===== config.mk =====
export PLATFORM = sky130hd
export DESIGN_NAME = dma_fifo_device
export DESIGN_NICKNAME = d
export VERILOG_FILES = /design/src/rtl/dma_dev_pkg.sv /design/src/rtl/dma_fifo_device_fifo.sv /design/src/rtl/dma_fifo_device.sv
export SDC_FILE = /design/constraint.sdc
export NUM_CORES = 1
export LEC_CHECK = 0
export BUFFER_PORTS_ARGS = -buffer_cell sky130_fd_sc_hd__buf_4
export CAP_MARGIN = 0
export CELL_PAD_IN_SITES_DETAIL_PLACEMENT = 0
export CELL_PAD_IN_SITES_GLOBAL_PLACEMENT = 1
export CORE_ASPECT_RATIO = 1.5
export CORE_MARGIN = 3
export CORE_UTILIZATION = 51
export DETAILED_ROUTE_END_ITERATION = 12
export PLACE_DENSITY_LB_ADDON = 0.12
export SETUP_SLACK_MARGIN = 0.4
export SLEW_MARGIN = 30
export SYNTH_ARGS = -nofsm -noshare
export SYNTH_HDL_FRONTEND = slang
export SYNTH_SLANG_ARGS = --single-unit

===== constraint.sdc =====
create_clock -name clk -period 4 [get_ports clk]
set_input_delay 0.6 -clock clk [delete_from_list [all_inputs] [get_ports clk]]
set_output_delay 0.6 -clock clk [all_outputs]
set_load 0.01 [all_outputs]

===== src/rtl/dma_dev_pkg.sv =====
// Shared register map, CTRL/STATUS bit positions and FSM encoding for dma_fifo_device.
package dma_dev_pkg;

  localparam int REG_IDX_W = 3;

  localparam logic [REG_IDX_W-1:0] REG_START_ADDR = 3'd0;
  localparam logic [REG_IDX_W-1:0] REG_N_WORDS    = 3'd1;
  localparam logic [REG_IDX_W-1:0] REG_CTRL       = 3'd2;
  localparam logic [REG_IDX_W-1:0] REG_STATUS     = 3'd3;
  localparam logic [REG_IDX_W-1:0] REG_RX_DATA    = 3'd4;
  localparam logic [REG_IDX_W-1:0] REG_TX_DATA    = 3'd5;
  localparam logic [REG_IDX_W-1:0] REG_LEVEL      = 3'd6;

  localparam int CTRL_START = 0;
  localparam int CTRL_RD_WR = 2;
  localparam int CTRL_FLUSH = 5;
  localparam int CTRL_IE    = 6;

  localparam int ST_BUSY     = 0;
  localparam int ST_DONE     = 1;
  localparam int ST_ERROR    = 2;
  localparam int ST_RX_EMPTY = 3;
  localparam int ST_RX_FULL  = 4;
  localparam int ST_TX_EMPTY = 5;
  localparam int ST_TX_FULL  = 6;
  localparam int ST_TX_OVF   = 7;
  localparam int ST_RX_UDF   = 8;

  typedef enum logic [1:0] {
    S_IDLE = 2'd0,
    S_RUN  = 2'd1,
    S_DONE = 2'd2,
    S_ERR  = 2'd3
  } state_e;

endpackage


===== src/rtl/dma_fifo_device_fifo.sv =====
// Synchronous FIFO, 2^AW words deep; push when full and pop when empty are ignored.
module dma_sync_fifo #(
  parameter int DW = 16,
  parameter int AW = 3
) (
  input  logic          clk,
  input  logic          reset,
  input  logic          push,
  input  logic          pop,
  input  logic          flush,
  input  logic [DW-1:0] din,
  output logic [DW-1:0] dout,
  output logic          full,
  output logic          empty,
  output logic [AW:0]   level
);

  logic [DW-1:0] mem [2**AW];
  logic [AW-1:0] wr_ptr;
  logic [AW-1:0] rd_ptr;
  logic          do_push;
  logic          do_pop;

  assign full    = (level == {1'b1, {AW{1'b0}}});
  assign empty   = (level == '0);
  assign do_push = push & ~full;
  assign do_pop  = pop & ~empty;
  assign dout    = mem[rd_ptr];

  // NOTE: storage is left unreset; only pointers and level define validity, and
  // readers gate the head word with empty.
  always_ff @(posedge clk) begin
    if (do_push) mem[wr_ptr] <= din;
  end

  // NOTE: all sequential state uses non-blocking assignments so every register
  // samples pre-edge values regardless of block ordering.
  always_ff @(posedge clk or posedge reset) begin
    if (reset) begin
      wr_ptr <= '0;
      rd_ptr <= '0;
      level  <= '0;
    end else if (flush) begin
      wr_ptr <= '0;
      rd_ptr <= '0;
      level  <= '0;
    end else begin
      if (do_push) wr_ptr <= wr_ptr + 1'b1;
      if (do_pop)  rd_ptr <= rd_ptr + 1'b1;
      case ({do_push, do_pop})
        2'b10:   level <= level + 1'b1;
        2'b01:   level <= level - 1'b1;
        default: level <= level;
      endcase
    end
  end

endmodule


===== src/rtl/dma_fifo_device.sv =====
// DMA peripheral on the per_* bus: config registers, transfer FSM and RX/TX FIFOs.
// Optional registered interrupt enabled by defining DMA_FIFO_DEV_IRQ_EN.
module dma_fifo_device
  import dma_dev_pkg::*;
#(
  parameter logic [14:0] BASE_ADDR = 15'h0100,
  parameter int          DEC_WD    = 4,
  parameter int          FIFO_AW   = 3
) (
  input  logic        clk,
  input  logic        reset,
  input  logic [13:0] per_addr,
  input  logic [15:0] per_din,
  input  logic        per_en,
  input  logic [1:0]  per_we,
  output logic [15:0] per_dout,
  input  logic [15:0] dev_in,
  input  logic        dma_ack,
  input  logic        dma_end_flag,
  input  logic        dma_error_flag,
  output logic [15:0] dev_out,
  output logic        dev_ack,
  output logic        dma_rqst,
  output logic        dma_rd_wr,
  output logic [15:0] dma_start_address,
  output logic [15:0] dma_num_words,
  output logic        irq
);

  state_e                 state;
  logic [15:0]            wcnt;
  logic [15:0]            wcnt_inc;
  logic                   done, error, tx_ovf, rx_udf, ie;
  logic                   running, xfer;
  logic                   reg_sel, reg_wr, reg_rd;
  logic [REG_IDX_W-1:0]   reg_idx;
  logic                   wr_ctrl, wr_status, start_cmd, flush_cmd;
  logic                   rx_push, rx_pop, rx_full, rx_empty;
  logic                   tx_push, tx_pop, tx_full, tx_empty;
  logic [15:0]            rx_dout, tx_dout;
  logic [FIFO_AW:0]       rx_level, tx_level;
  logic [15:0]            status;

  assign reg_sel   = per_en & (per_addr[13:DEC_WD-1] == BASE_ADDR[14:DEC_WD]);
  assign reg_wr    = reg_sel & (|per_we);
  assign reg_rd    = reg_sel & ~(|per_we);
  assign reg_idx   = per_addr[REG_IDX_W-1:0];
  assign wr_ctrl   = reg_wr & (reg_idx == REG_CTRL);
  assign wr_status = reg_wr & (reg_idx == REG_STATUS);
  assign start_cmd = wr_ctrl & per_din[CTRL_START];
  assign flush_cmd = wr_ctrl & per_din[CTRL_FLUSH] & ~running;

  assign running  = (state == S_RUN);
  assign dma_rqst = running;
  assign dev_ack  = running & (dma_rd_wr ? ~rx_full : ~tx_empty);
  assign xfer     = dma_ack & dev_ack;
  assign wcnt_inc = wcnt + 16'd1;
  assign dev_out  = tx_empty ? 16'h0000 : tx_dout;

  assign rx_push = xfer & dma_rd_wr;
  assign tx_pop  = xfer & ~dma_rd_wr;
  assign rx_pop  = reg_rd & (reg_idx == REG_RX_DATA);
  assign tx_push = reg_wr & (reg_idx == REG_TX_DATA);

  dma_sync_fifo #(.DW(16), .AW(FIFO_AW)) u_rx_fifo (
    .clk(clk), .reset(reset), .push(rx_push), .pop(rx_pop), .flush(flush_cmd),
    .din(dev_in), .dout(rx_dout), .full(rx_full), .empty(rx_empty), .level(rx_level)
  );

  dma_sync_fifo #(.DW(16), .AW(FIFO_AW)) u_tx_fifo (
    .clk(clk), .reset(reset), .push(tx_push), .pop(tx_pop), .flush(flush_cmd),
    .din(per_din), .dout(tx_dout), .full(tx_full), .empty(tx_empty), .level(tx_level)
  );

  // Configuration registers; mode and length are frozen while a transfer runs.
  always_ff @(posedge clk or posedge reset) begin
    if (reset) begin
      dma_start_address <= '0;
      dma_num_words     <= '0;
      dma_rd_wr         <= 1'b0;
      ie                <= 1'b0;
      tx_ovf            <= 1'b0;
      rx_udf            <= 1'b0;
    end else begin
      if (reg_wr && reg_idx == REG_START_ADDR) dma_start_address <= per_din;
      if (reg_wr && reg_idx == REG_N_WORDS && !running) dma_num_words <= per_din;
      if (wr_ctrl) begin
        ie <= per_din[CTRL_IE];
        if (!running) dma_rd_wr <= per_din[CTRL_RD_WR];
      end
      if (wr_status && per_din[ST_TX_OVF]) tx_ovf <= 1'b0;
      if (wr_status && per_din[ST_RX_UDF]) rx_udf <= 1'b0;
      if (tx_push && tx_full)  tx_ovf <= 1'b1;
      if (rx_pop && rx_empty)  rx_udf <= 1'b1;
    end
  end

  // Transfer FSM; hardware set of done/error overrides a same-cycle W1C.
  always_ff @(posedge clk or posedge reset) begin
    if (reset) begin
      state <= S_IDLE;
      wcnt  <= '0;
      done  <= 1'b0;
      error <= 1'b0;
    end else begin
      if (wr_status && per_din[ST_DONE])  done  <= 1'b0;
      if (wr_status && per_din[ST_ERROR]) error <= 1'b0;
      case (state)
        S_RUN: begin
          if (xfer) wcnt <= wcnt_inc;
          if (dma_error_flag) begin
            state <= S_ERR;
            error <= 1'b1;
          end else if (dma_end_flag || (xfer && wcnt_inc == dma_num_words)) begin
            state <= S_DONE;
            done  <= 1'b1;
          end
        end
        default: begin
          if (start_cmd) begin
            error <= 1'b0;
            if (dma_num_words == 16'd0) begin
              state <= S_DONE;
              done  <= 1'b1;
            end else begin
              state <= S_RUN;
              wcnt  <= '0;
              done  <= 1'b0;
            end
          end
        end
      endcase
    end
  end

`ifdef DMA_FIFO_DEV_IRQ_EN
  always_ff @(posedge clk or posedge reset) begin
    if (reset) irq <= 1'b0;
    else       irq <= ie & (done | error | tx_ovf | rx_udf);
  end
`else
  assign irq = 1'b0;
`endif

  // NOTE: every variable driven in always_comb gets a default first so no latch is inferred.
  always_comb begin
    status              = '0;
    status[ST_BUSY]     = running;
    status[ST_DONE]     = done;
    status[ST_ERROR]    = error;
    status[ST_RX_EMPTY] = rx_empty;
    status[ST_RX_FULL]  = rx_full;
    status[ST_TX_EMPTY] = tx_empty;
    status[ST_TX_FULL]  = tx_full;
    status[ST_TX_OVF]   = tx_ovf;
    status[ST_RX_UDF]   = rx_udf;
  end

  always_comb begin
    per_dout = 16'h0000;
    if (reg_rd) begin
      case (reg_idx)
        REG_START_ADDR: per_dout = dma_start_address;
        REG_N_WORDS:    per_dout = dma_num_words;
        REG_CTRL:       per_dout = {9'd0, ie, 3'd0, dma_rd_wr, 2'd0};
        REG_STATUS:     per_dout = status;
        REG_RX_DATA:    per_dout = rx_empty ? 16'h0000 : rx_dout;
        REG_LEVEL:      per_dout = {8'(rx_level), 8'(tx_level)};
        default:        per_dout = 16'h0000;
      endcase
    end
  end

endmodule


==> results.sh <==
export IMPL_synth_edf_count=256
export IMPL_async_flop_share=0.229
export IMPL_synth_fa_ha_area_frac=0.00600
export IMPL_max_freq_mhz=291
export IMPL_yosysSeqAreaShare=0.657
export IMPL_synth_distinct_cells=71
export IMPL_synth_nets=975
export IMPL_grt_pass1_vias=8608
export IMPL_syn_avg_cell_area_um2=16.0
export IMPL_yosys_area_share_simple=0.0845
export IMPL_antenna_found_initial=0
export IMPL_io_buffers=120
export IMPL_layout_setup_ws_ns=0.564
export IMPL_wl_mm=34.5
export IMPL_num_vias=8469
export IMPL_area_growth_pct=16.9
export IMPL_coreArea_um2=28100
export IMPL_first_pass_iters=6
export IMPL_synth_ff_type="edfxtp_1"
export IMPL_wire_per_inst_um=24.4
export IMPL_final_layout_size_suffix_gt1_frac=0.335
export IMPL_cts_max_level=1
export IMPL_drc=0
export IMPL_cp_slowest_cell="dfrtp_4"
export IMPL_rows=75
export IMPL_crit_arrival_ns=2.84
export IMPL_grt_max_degree=42
export IMPL_cts_sinks=332
export IMPL_post_place_ws_ns=0.856
export IMPL_synth_most_common_cell="edfxtp_1"
export IMPL_maxSlewViolCount=0
export IMPL_dieHeight_um=213
export IMPL_finalPower_mw=6.73
export IMPL_cts_buffers=30
export IMPL_yosysTopAreaCell="edfxtp_1"
export IMPL_clock_latency_ns=0.56
export IMPL_synth_top_family_by_area="multiplexers"
export IMPL_slew_headroom=0.400
export IMPL_leakage_nw=6.00
export IMPL_synth_area_um2=14600
export IMPL_grt_setup_unrepaired="no"
export IMPL_finalSetupViolCount=0
export IMPL_die_w_um=144
export IMPL_synth_compound_area_frac=0.0498
export IMPL_max_stage_delay_ns=0.69
export IMPL_outcome="complete, no violations"
export IMPL_drt_vias_per_instance=5.99
export IMPL_path_delay_family="multiplexers"
export IMPL_first_iter_violations=479
export IMPL_floorplan_die_area_um2=30700
export IMPL_grtUsageTotal=0.228
export IMPL_diodes=0
export IMPL_peakVddDrop_mv=0.426
export IMPL_synth_xor_xnor_area_share=0.0226
export IMPL_worst_pin_slew_ns=0.897
export IMPL_ant_nets=0
export IMPL_netlist_instances=914
export IMPL_crit_fanout=21
export IMPL_cp_start_kind="register"
export IMPL_final_area_um2=17000
export IMPL_synth_area_leaders="edfxtp_1 53%, dfrtp_1 13%, mux4_2 10%"
export IMPL_overflow=0
export IMPL_hpwl_mm=24.1
export IMPL_end_kind="output port"
export IMPL_layout_nets=1106
export IMPL_critPathBufInv=2
export IMPL_p_per_area_nw_per_um2=395
export IMPL_place_congestion=0.829
export IMPL_fin_tns_setup_ns=0
export IMPL_start_util=0.520
export IMPL_fillers=2120
export IMPL_placed_cell_area_um2=16100
export IMPL_required_ns=3.40
export IMPL_post_route_util=0.607
export IMPL_fin_skew_ns=0.0131
export IMPL_min_path_type="in -> async"
export IMPL_crit_type="reg -> out"
export IMPL_hold_viol=0
export IMPL_cts_setup_buffers=0
export IMPL_cap_violations=0
export IMPL_cts_tree="yes"
export IMPL_cp_cell_sequence="buf_4 > mux4_2 > mux2i_1 > nor2_1 > a21oi_1 > nor2_1 > buf_4"
export IMPL_grt_pass1_wl_mm=52.1
export IMPL_synthTopCellsByCount="256 x edfxtp_1, 76 x dfrtp_1, 75 x nor2_1"
export IMPL_synth_top_area_share=0.527
export IMPL_path_clk_slew_ns=0.07
export IMPL_clockBufferDepth=3
export IMPL_synth_mux_area_frac=0.160
export IMPL_fin_crit_sh=0.859
export IMPL_ioPinCount=122
export IMPL_ys_ff_latch=332
export IMPL_root_buffer="clkbuf_16"
export IMPL_finalCriticalPeriod_ns=3.44
export IMPL_yosys_warnings=0
-- placed cells by master, fill, tap and decap left out, types with 6 or more instances in the layout --
| cell | synthesis | layout |
|---|---|---|
| clkbuf_16 | 0 | 31 |
| nand2b_1 | 6 | 6 |
| nand3_1 | 10 | 9 |
| a21oi_1 | 24 | 24 |
| nor4_1 | 10 | 6 |
| xnor2_1 | 20 | 20 |
| nor2_1 | 75 | 74 |
| clkbuf_1 | 27 | 7 |
| nand4_1 | 9 | 9 |
| ha_1 | 7 | 7 |
| o31ai_1 | 6 | 6 |
| xor2_1 | 12 | 12 |
| clkinv_2 | 1 | 8 |
| dfrtp_1 | 76 | 72 |
| nand2_1 | 51 | 51 |
| nor4_4 | 4 | 6 |
| mux4_2 | 66 | 66 |
| mux2_2 | 48 | 48 |
| mux2i_1 | 29 | 29 |
| edfxtp_1 | 256 | 256 |
| a22o_1 | 6 | 6 |
| buf_4 | 1 | 156 |
| nor3_1 | 13 | 9 |
| nor2b_1 | 7 | 7 |
| o21ai_0 | 28 | 28 |
-- flip-flops by register name, summed over array words and instances (netlist names), 2 cells and up --
name / flops
dma_num_words: 16
dma_start_address: 16
state: 2
u_rx_fifo.level: 4
u_rx_fifo.mem: 128
u_rx_fifo.rd_ptr: 3
u_rx_fifo.wr_ptr: 3
u_tx_fifo.level: 4
u_tx_fifo.mem: 128
u_tx_fifo.rd_ptr: 3
u_tx_fifo.wr_ptr: 3
wcnt: 16
-- cell families after synthesis --
family,Yosys count
AOI/OAI and AO/OA,104
adders and majority gates,7
and+or+nand+nor,227
muxes,144
buffers and inverters,65
DFF,332
xor gates and xnor gates,34
other,1
-- worst register-to-register path, cell delays in order, from the launching register on --
cell       delay (ns)
dfrtp_1          0.50
ha_1             0.44
nand3_1          0.15
or3_1            0.36
a2111oi_0        0.64
a41oi_1          0.31
nor3_1           0.28
a311o_1          0.16
-- through the flow --
step,hold slack [ns],std cells
final,0.152,1414
after floorplan,0.437,914
after CTS,0.159,1414
after global routing,0.201,1414
after detailed placement,0.460,1359
after global placement,0.453,1359
-- cell type report --
cell class / count / area, µm² / share of cell area
inverters: 7 / 28.8 / 0.00169
repair buffers: 157 / 1190 / 0.0699
clock inverters: 16 / 134 / 0.00785
multi-input cells: 517 / 4850 / 0.284
flip-flops and latches: 332 / 9600 / 0.563
clock buffers: 39 / 816 / 0.0479
well taps: 346 / 433 / 0.0254
-- power breakdown --
| group | switching [mW] | total, mW | internal [mW] | leakage [nW] |
|---|---|---|---|---|
| combinational | 0.127 | 0.199 | 0.0718 | 2.20 |
| clock | 1.23 | 2.79 | 1.56 | 0.465 |
| sequential | 0.0100 | 3.74 | 3.73 | 3.33 |
| total | 1.37 | 6.73 | 5.36 | 6.00 |
-- path summary, 6_finish.rpt --
check	startpoint	endpoint	slack [ns]	depth (start not counted)
max	u_rx_fifo.rd_ptr[0]	per_dout[13]	0.56	7
min	reset	wcnt[11]	0.15	2
max reg2reg	wcnt[0]	done	1.10	7
min reg2reg	rx_udf	rx_udf	0.48	2
max in group asynchronous	reset	u_tx_fifo.rd_ptr[2]	3.03	3
min in group clk	dev_in[12]	u_rx_fifo.mem[6][12]	0.26	1
-- routing by layer --
layer	GRT usage	wire, µm	part of all wire
met5	0	0	0
met2	0.414	18600	0.54
met1	0.277	13100	0.38
met4	0.0705	1020	0.029
met3	0.0352	1800	0.052
-- timing repair --
action                                  4_1_cts  5_1_grt
hold buffers                                  0        0
gates resized for setup                       1        0
hold endpoints to repair                      0        0
endpoints found under the setup margin        7        0
Power figures use the tool's default switching activity.
